--- config.mk ---
export PLATFORM = sky130hd
export DESIGN_NAME = dmx_frame_gen
export DESIGN_NICKNAME = d
export VERILOG_FILES = /design/src/rtl/dmx_pkg.sv /design/src/rtl/dmx_bit_timer.sv /design/src/rtl/dmx_frame_gen.sv
export SDC_FILE = /design/constraint.sdc
export NUM_CORES = 1
export LEC_CHECK = 0
export BUFFER_PORTS_ARGS = -buffer_cell sky130_fd_sc_hd__buf_2
export CORE_UTILIZATION = 60
export CTS_CLUSTER_SIZE = 12
export DETAILED_ROUTE_END_ITERATION = 7
export PLACE_DENSITY = 0.89
export SETUP_SLACK_MARGIN = 0.4
export SLEW_MARGIN = 20
export SYNTH_ARGS = -nofsm -noshare
export SYNTH_HDL_FRONTEND = slang
export SYNTH_SLANG_ARGS = --single-unit
--- constraint.sdc ---
create_clock -name clk -period 5.3 [get_ports clk]
set_input_delay 0.795 -clock clk [delete_from_list [all_inputs] [get_ports clk]]
set_output_delay 0.795 -clock clk [all_outputs]
set_load 0.02 [all_outputs]
--- src/rtl/dmx_pkg.sv ---
// dmx_pkg: shared DMX512 frame-generator types and protocol constants.
package dmx_pkg;
    typedef enum logic [2:0] {IDLE, BREAK, MAB, START, DATA, STOP, MTBS} state_t;
    localparam int DMX_MAX_SLOTS      = 512;
    localparam int DMX_STOP_BITS      = 2;
    localparam int DMX_MIN_BREAK_BITS = 22;
endpackage

--- src/rtl/dmx_bit_timer.sv ---
// dmx_bit_timer: bit-period tick generator with a loadable bit-count down-counter.
module dmx_bit_timer #(
    parameter int BIT_TICKS = 64
) (
    input  logic        clk,
    input  logic        rst_n,
    input  logic        load,
    input  logic [15:0] bits,
    output logic        tick,
    output logic        done
);
    localparam int TW = BIT_TICKS > 1 ? $clog2(BIT_TICKS) : 1;

    logic [TW-1:0] tick_cnt;
    logic [15:0]   bit_cnt;

    assign tick = tick_cnt == TW'(BIT_TICKS - 1);
    assign done = tick && bit_cnt == 16'd1;

    // load restarts the bit phase so every timed state lasts exactly bits*BIT_TICKS cycles
    always_ff @(posedge clk or negedge rst_n) begin
        if (!rst_n) begin
            tick_cnt <= '0;
            bit_cnt  <= '0;
        end else if (load) begin
            tick_cnt <= '0;
            bit_cnt  <= bits;
        end else begin
            tick_cnt <= tick ? '0 : tick_cnt + 1'b1;
            if (tick && bit_cnt != 16'd0) bit_cnt <= bit_cnt - 1'b1;
        end
    end
endmodule

--- src/rtl/dmx_frame_gen.sv ---
// dmx_frame_gen: DMX512 transmitter producing break, MAB, start code and N fetched data slots.
// Define DMX_GEN_STATS_EN to add the wrapping frame_cnt output.
module dmx_frame_gen
    import dmx_pkg::*;
#(
    parameter int  CLK_HZ     = 16000000,
    parameter int  BAUD       = 250000,
    parameter int  BREAK_BITS = 23,
    parameter int  MAB_BITS   = 3,
    parameter int  MAX_SLOTS  = DMX_MAX_SLOTS,
    localparam int SW         = $clog2(MAX_SLOTS + 1)
) (
    input  logic          clk,
    input  logic          rst_n,
    input  logic          start,
    input  logic          cont,
    input  logic [7:0]    start_code,
    input  logic [SW-1:0] slot_count,
    input  logic [7:0]    mtbs,
    output logic          rd_en,
    output logic [SW-2:0] rd_addr,
    input  logic [7:0]    rd_data,
    output logic          tx,
    output logic          tx_en,
    output logic          busy,
`ifdef DMX_GEN_STATS_EN
    output logic [31:0]   frame_cnt,
`endif
    output logic          frame_done
);
    localparam int BIT_TICKS = CLK_HZ / BAUD;

    state_t        state, state_d;
    logic [SW-1:0] cnt_q, slot;
    logic [7:0]    mtbs_q, shreg;
    logic          cap_q, load, sample, fetch, next_slot, fin, tick, done, more;
    logic [15:0]   load_bits;

    dmx_bit_timer #(.BIT_TICKS(BIT_TICKS)) u_timer (
        .clk  (clk),
        .rst_n(rst_n),
        .load (load),
        .bits (load_bits),
        .tick (tick),
        .done (done)
    );

    assign more  = slot < cnt_q;
    assign busy  = state != IDLE;
    assign tx_en = busy;
    assign tx    = (state == BREAK || state == START) ? 1'b0 : state == DATA ? shreg[0] : 1'b1;

    always_ff @(posedge clk or negedge rst_n) begin
        if (!rst_n) state <= IDLE;
        else        state <= state_d;
    end

    always_comb begin
        state_d   = state;
        load      = 1'b0;
        load_bits = '0;
        sample    = 1'b0;
        fetch     = 1'b0;
        next_slot = 1'b0;
        fin       = 1'b0;
        unique case (state)
            IDLE: if (start) begin
                state_d   = BREAK;
                load      = 1'b1;
                load_bits = 16'(BREAK_BITS);
                sample    = 1'b1;
            end
            BREAK: if (done) begin
                state_d   = MAB;
                load      = 1'b1;
                load_bits = 16'(MAB_BITS);
            end
            MAB, MTBS: if (done) begin
                state_d   = START;
                load      = 1'b1;
                load_bits = 16'd1;
            end
            START: if (done) begin
                state_d   = DATA;
                load      = 1'b1;
                load_bits = 16'd8;
            end
            DATA: if (done) begin
                state_d   = STOP;
                load      = 1'b1;
                load_bits = 16'(DMX_STOP_BITS);
                fetch     = more;
            end
            STOP: if (done) begin
                load = more || cont;
                if (more) begin
                    next_slot = 1'b1;
                    state_d   = mtbs_q != 8'd0 ? MTBS : START;
                    load_bits = mtbs_q != 8'd0 ? {8'd0, mtbs_q} : 16'd1;
                end else begin
                    fin       = 1'b1;
                    state_d   = cont ? BREAK : IDLE;
                    load_bits = 16'(BREAK_BITS);
                    sample    = cont;
                end
            end
            default: state_d = IDLE;
        endcase
    end

    // slot holds the index of the slot on the wire; slot 0 is the start code
    always_ff @(posedge clk or negedge rst_n) begin
        if (!rst_n) begin
            cnt_q      <= '0;
            mtbs_q     <= '0;
            shreg      <= '0;
            slot       <= '0;
            rd_en      <= 1'b0;
            rd_addr    <= '0;
            cap_q      <= 1'b0;
            frame_done <= 1'b0;
        end else begin
            rd_en      <= fetch;
            cap_q      <= rd_en;
            frame_done <= fin;
            if (fetch) rd_addr <= slot[SW-2:0];
            if (next_slot) slot <= slot + 1'b1;
            if (sample) begin
                cnt_q  <= slot_count > SW'(MAX_SLOTS) ? SW'(MAX_SLOTS) : slot_count;
                mtbs_q <= mtbs;
                shreg  <= start_code;
                slot   <= '0;
            end else if (cap_q) begin
                shreg <= rd_data;
            end else if (state == DATA && tick) begin
                shreg <= shreg >> 1;
            end
        end
    end

`ifdef DMX_GEN_STATS_EN
    always_ff @(posedge clk or negedge rst_n) begin
        if (!rst_n)         frame_cnt <= '0;
        else if (fin)       frame_cnt <= frame_cnt + 1'b1;
    end
`endif
endmodule

Yosys cells after proc, flatten, opt, wreduce, memory -nomap -nowiden
Index checks and enable logic that the tools add are counted.
{ "word_totals": {"ff_bits": 73, "in_bits": 38, "out_inout_bits": 14, "elab_cells": 91} }
{ "op_classes": {"add_sub_neg": 3, "order_cmp": 2, "n_eq_ne": 14, "muxes": 46, "n_reduce_logical": 15} }
{ "op_table": {"columns": ["cell", "count"], "rows": [
  ["2-to-1 mux 8 bit", 6],
  ["case mux 8 bit (6 select lines)", 1],
  ["2-to-1 mux 16 bit", 2],
  ["2-to-1 mux 10 bit", 3],
  ["2-to-1 mux 3 bit", 8],
  ["case mux 3 bit (6 select lines)", 1],
  ["2-to-1 mux 1 bit", 17],
  ["== test 16 x 1 -> 1 bit, second input constant", 1],
  ["nonzero test 16 bit", 1],
  ["subtractor 16 x 1 -> 16 bit, second input constant", 1],
  ["2-to-1 mux 6 bit", 2],
  ["!= test 2 bit, second input constant", 6],
  ["adder 10 x 1 -> 10 bit, second input constant", 1],
  ["> comparator 10 bit, second input constant", 1],
  ["less-than comparator 10 bit", 1],
  ["== test 3 bit, second input constant", 3],
  ["nonzero test 8 bit", 1],
  ["adder 6 x 1 -> 6 bit, second input constant", 1],
  ["== test 3 x 2 -> 1 bit, second input constant", 2],
  ["== test 6 bit, second input constant", 1],
  ["AND reduction 6 bit", 1],
  ["nonzero test 3 bit", 2],
  ["2-to-1 mux 5 bit", 1],
  ["OR reduction 5 bit", 1],
  ["10 further kinds", 15]
]} }

Longest topological paths before layout
{ "logic_depth": {"ltp_word": 6, "ltp_mapped": 9, "ltp_nobuf": 8} }

Hierarchy
A second synthesis with hierarchy kept.
{ "hier_totals": {"cells_unflattened": 412, "area_unflattened_um2": 4142.7} }
{ "by_module_without_submodules": {"columns": ["module", "n_inst", "cells_each", "area_each_um2", "seq_area_each_um2"], "rows": [
  ["dmx_frame_gen", 1, 278, 2912.8, 1276.2],
  ["dmx_bit_timer", 1, 134, 1229.9, 550.5]
]} }

Worst setup path after synthesis
Ideal clock, no wire load.
{ "synth_timing": {"kind": "reg-to-reg", "startpoint": "register u_timer.bit_cnt[10]", "endpoint": "register mtbs_q[7]", "setup_ns": 0.125, "arrival_time_ns": 2.985, "t_required_ns": 5.175, "path_slack_ns": 2.190, "path_stages_with_launch": 8, "path_buffers": 2, "synth_period_minus_slack_ns": 3.110, "path_cell_list": "dfrtp_1 -> or4_4 -> or4_1 -> clkbuf_1 -> or4b_4 -> o31ai_4 -> buf_6 -> mux2_2"} }
{ "synth_via": {"elab_chain_len": 4} }
{ "synth_rtl": {"columns": ["element", "line", "source"], "rows": [
  ["start: declaration", "dmx_bit_timer.sv:15", "logic [15:0] bit_cnt;"],
  ["start signal: assignment", "dmx_bit_timer.sv:27", "bit_cnt <= bits;"],
  ["start signal: assignment", "dmx_bit_timer.sv:30", "if (tick && bit_cnt != 16'd0) bit_cnt <= bit_cnt - 1'b1;"],
  ["== test 16 x 1 -> 1 bit", "dmx_bit_timer.sv:18", "assign done = tick && bit_cnt == 16'd1;"],
  ["logical AND 1 bit", "dmx_bit_timer.sv:18", null],
  ["2-to-1 mux 1 bit", "dmx_frame_gen.sv:94", "STOP: if (done) begin"],
  ["case mux 1 bit (2 select lines)", "dmx_frame_gen.sv:66", "unique case (state)"],
  ["end signal: assignment", "dmx_frame_gen.sv:130", "mtbs_q <= mtbs;"],
  ["end: declaration", "dmx_frame_gen.sv:35", "logic [7:0] mtbs_q, shreg;"]
]} }
Every way passes these cells.
A chain may end at the register's enable or synchronous reset.

Final worst setup path
{ "layout_timing": {"startpoint": "register u_timer.bit_cnt[10]", "endpoint": "register cnt_q[7]"} }
{ "layout_via": {"elab_chain_len": 4} }
{ "layout_rtl": {"columns": ["element", "line", "source"], "rows": [
  ["== test 16 x 1 -> 1 bit", "dmx_bit_timer.sv:18", null],
  ["logical AND 1 bit", "dmx_bit_timer.sv:18", null],
  ["2-to-1 mux 1 bit", "dmx_frame_gen.sv:94", null],
  ["case mux 1 bit (2 select lines)", "dmx_frame_gen.sv:66", null],
  ["end signal: assignment", "dmx_frame_gen.sv:129", "cnt_q <= slot_count > SW'(MAX_SLOTS) ? SW'(MAX_SLOTS) : slot_count;"],
  ["end: declaration", "dmx_frame_gen.sv:34", "logic [SW-1:0] cnt_q, slot;"]
]} }
Every way passes these cells.

==> out/metrics.cfg <==
[worst_setup_path]
start_kind=flip-flop
reg2reg_depth=6
cp_data_arrival_time_ns=4.03
worstPathCellList=or4_4, or4_1, or4b_4, o31ai_4, buf_4, mux2i_1
worstSetupPathType=flip-flop to flip-flop
required_ns=5.59
cp_max_fo=21
max_stage_delay_ns=0.87
cp-end-kind=flip-flop
crit_slowest_cell=o31ai_4

[sta]
worstMarginPinSlew_ns=1.06
finalMaxSlewViolations=0
setup_viol=0
fmax_mhz=267
hold_viol_final=0
skew_ns=0.0105
period_share=0.706
period_needed_ns=3.74
rsz0062_at_grt=false
max_slew_margin=0.296
tns_ns=0

[yosys]
synth_cell_types=53
synth_enable_flop_cells=0
yosys.area.top_type=dfrtp_1
yosysTopAreaCellShare=0.455
async_flop_share=1.00
synth_warnings=0
synth_most_common_cell=dfrtp_1
synth_top_flop_cell=dfrtp_1
synth_cells=399
synthTopCellsByCount=dfrtp_1 (73), nor2_1 (33), nand2_1 (30), mux2_2 (27), o21ai_0 (25)
syn-num-nets=451
synth.area.top_cells=dfrtp_1 (46%), mux2_2 (7.6%), ha_1 (4.4%)
yosysSeqAreaShare=0.455
ys_ff_latch=73
syn_area_per_cell_um2=10.1
syn_area_mm2=0.00401

[cts]
cts_buffers=9
cts_tree=yes
clockBufferDepth=2
root_buffer=clkbuf_8
hold_buffers=0
clock_sinks=73
path_clk_slew_ns=0.08
insertion_delay_ns=0.36
htree_levels=3
cts_resized=0
post_cts_buffers=0

[detailed_routing]
route.detailed.drc=0
vias=3257
routed_via_density=6.13
wl_mm=9.01
wire_per_inst_um=17.0
drtIter0Drc=280
drtAntennaViolNets=0
first_pass_iters=7

[power]
p_per_area_mw_per_mm2=307
clockPowerShare=0.315
p_switching_mw=0.419
combPwrFrac=0.185
seqPwrFrac=0.500
power.share.switching=0.303
irDropWorstVdd_v=0.000241
p_int_mw=0.966
total_power_mw=1.39
leakagePower_nw=1.94

[global_routing]
grt_pass1_vias=3219
grtUsageMet3=0.0781
overflow=0
grt_usage=0.278
top_usage_layer=met2
grt_use_met1=0.330
use_met2=0.476
grt_start_max_net_pins=57
grt_pass1_wl_mm=15.1
grt_antenna_before_repair=0

[die]
die_h_um=83.8
die_x_um=83.8
initial_core_util=0.628
core_mm2=0.00639
fp-row-count=29
ios=52
die_area_mm2=0.00702

[cells_and_area]
fin_util=0.706
area_delta_synth_final_pct=12.3
drive_gt1_frac=0.240
fillCellCount=460
antenna_cells=0
fin_nets=502

[worst_hold_path]
min_path_type=primary input to asynchronous set/reset pin

[placement]
port_buffers=51
gp_congestion=0.865
dp_hpwl_mm=6.39

[flow_run]
drv_cap=0

[run_status]
status=complete, no violations

## worst max-delay path, delay by kind of cell, from the launching register on
family	cells	cell delay, ns
muxes	1	0.20
AOI/OAI and AO/OA	1	0.87
and+or+nand+nor	3	1.83
buffers and inverters	1	0.35
DFF	1	0.41
## placed cells by master, fill, tap and decap left out, drive strengths merged, types with 4 or more instances in the layout
cell type  instances
a21oi             18
a31oi              4
and2               6
buf               55
clkbuf            10
dfrtp             73
ha                14
inv               21
mux2              27
mux2i             17
nand2             30
nand2b            10
nand3              7
nand4              5
nor2              33
nor2b              4
nor3              13
nor4               8
o21ai             27
o31ai              5
or3                6
or4                6
xnor2             13
xor2               6
## power by group through the flow
stage / Combinational (mW) / Clock (mW) / Sequential, mW
floorplan: 0.179 / 0 / 0.684
global placement: 0.235 / 0 / 0.696
detailed placement: 0.250 / 0 / 0.702
CTS: 0.255 / 0.441 / 0.692
global route: 0.291 / 0.463 / 0.703
finish: 0.256 / 0.436 / 0.693
## layer usage
metal | vias to the layer above | part of all wire
li1 | 1525 | -
met1 | 1567 | 0.40
met4 | 0 | 0.026
met5 | - | 0
met3 | 31 | 0.067
met2 | 134 | 0.51
## area by class of cell
cell class,count,area (um2),area share
multi-input combinational,290,2020,0.449
sequential,73,1830,0.405
timing repair buffer,55,285,0.0633
clock buffer,10,138,0.0305
tap,77,96.3,0.0214
inverter,21,78.8,0.0175
clock inverter,5,56.3,0.0125
## state kept, by name, indices dropped and copies added, names as in the netlist
signal and cells:
mtbs_q 8, rd_en 1, cnt_q 10, u_timer.bit_cnt 16
shreg 8, cap_q 1, state 3, rd_addr 9
slot 10, frame_done 1, u_timer.tick_cnt 6
## cell families after synthesis
| kind of cell | count (synthesis) | synth area share |
|---|---|---|
| buffers and inverters | 36 | 0.0412 |
| DFF | 73 | 0.455 |
| and+or+nand+nor | 140 | 0.186 |
| adders and majority gates | 14 | 0.0437 |
| AOI/OAI and AO/OA | 73 | 0.115 |
| muxes | 44 | 0.118 |
| xor gates and xnor gates | 19 | 0.0415 |
## path summary, 6_finish.rpt
kind                                     start         end  slack (ns)
min in group clk                         rd_en       cap_q        0.39
max in group asynchronous                rst_n  frame_done        3.91
max                        u_timer.bit_cnt[10]    cnt_q[7]        1.56
max reg2reg                u_timer.bit_cnt[10]    cnt_q[7]        1.56
min reg2reg                              rd_en       cap_q        0.39
min                                      rst_n       cap_q        0.34
## metrics by stage
step	area [um2]	setup WS, ns	hold WS [ns]	std cells
6_report	4510	1.56	0.344	531
5_1_grt	4510	1.41	0.366	531
4_1_cts	4500	1.55	0.350	531
3_5_place_dp	4310	1.60	0.372	516
3_3_place_gp	4310	1.67	0.360	516
2_1_floorplan	4010	2.19	0.468	399
Note: power is estimated with default switching activity, not from simulation.
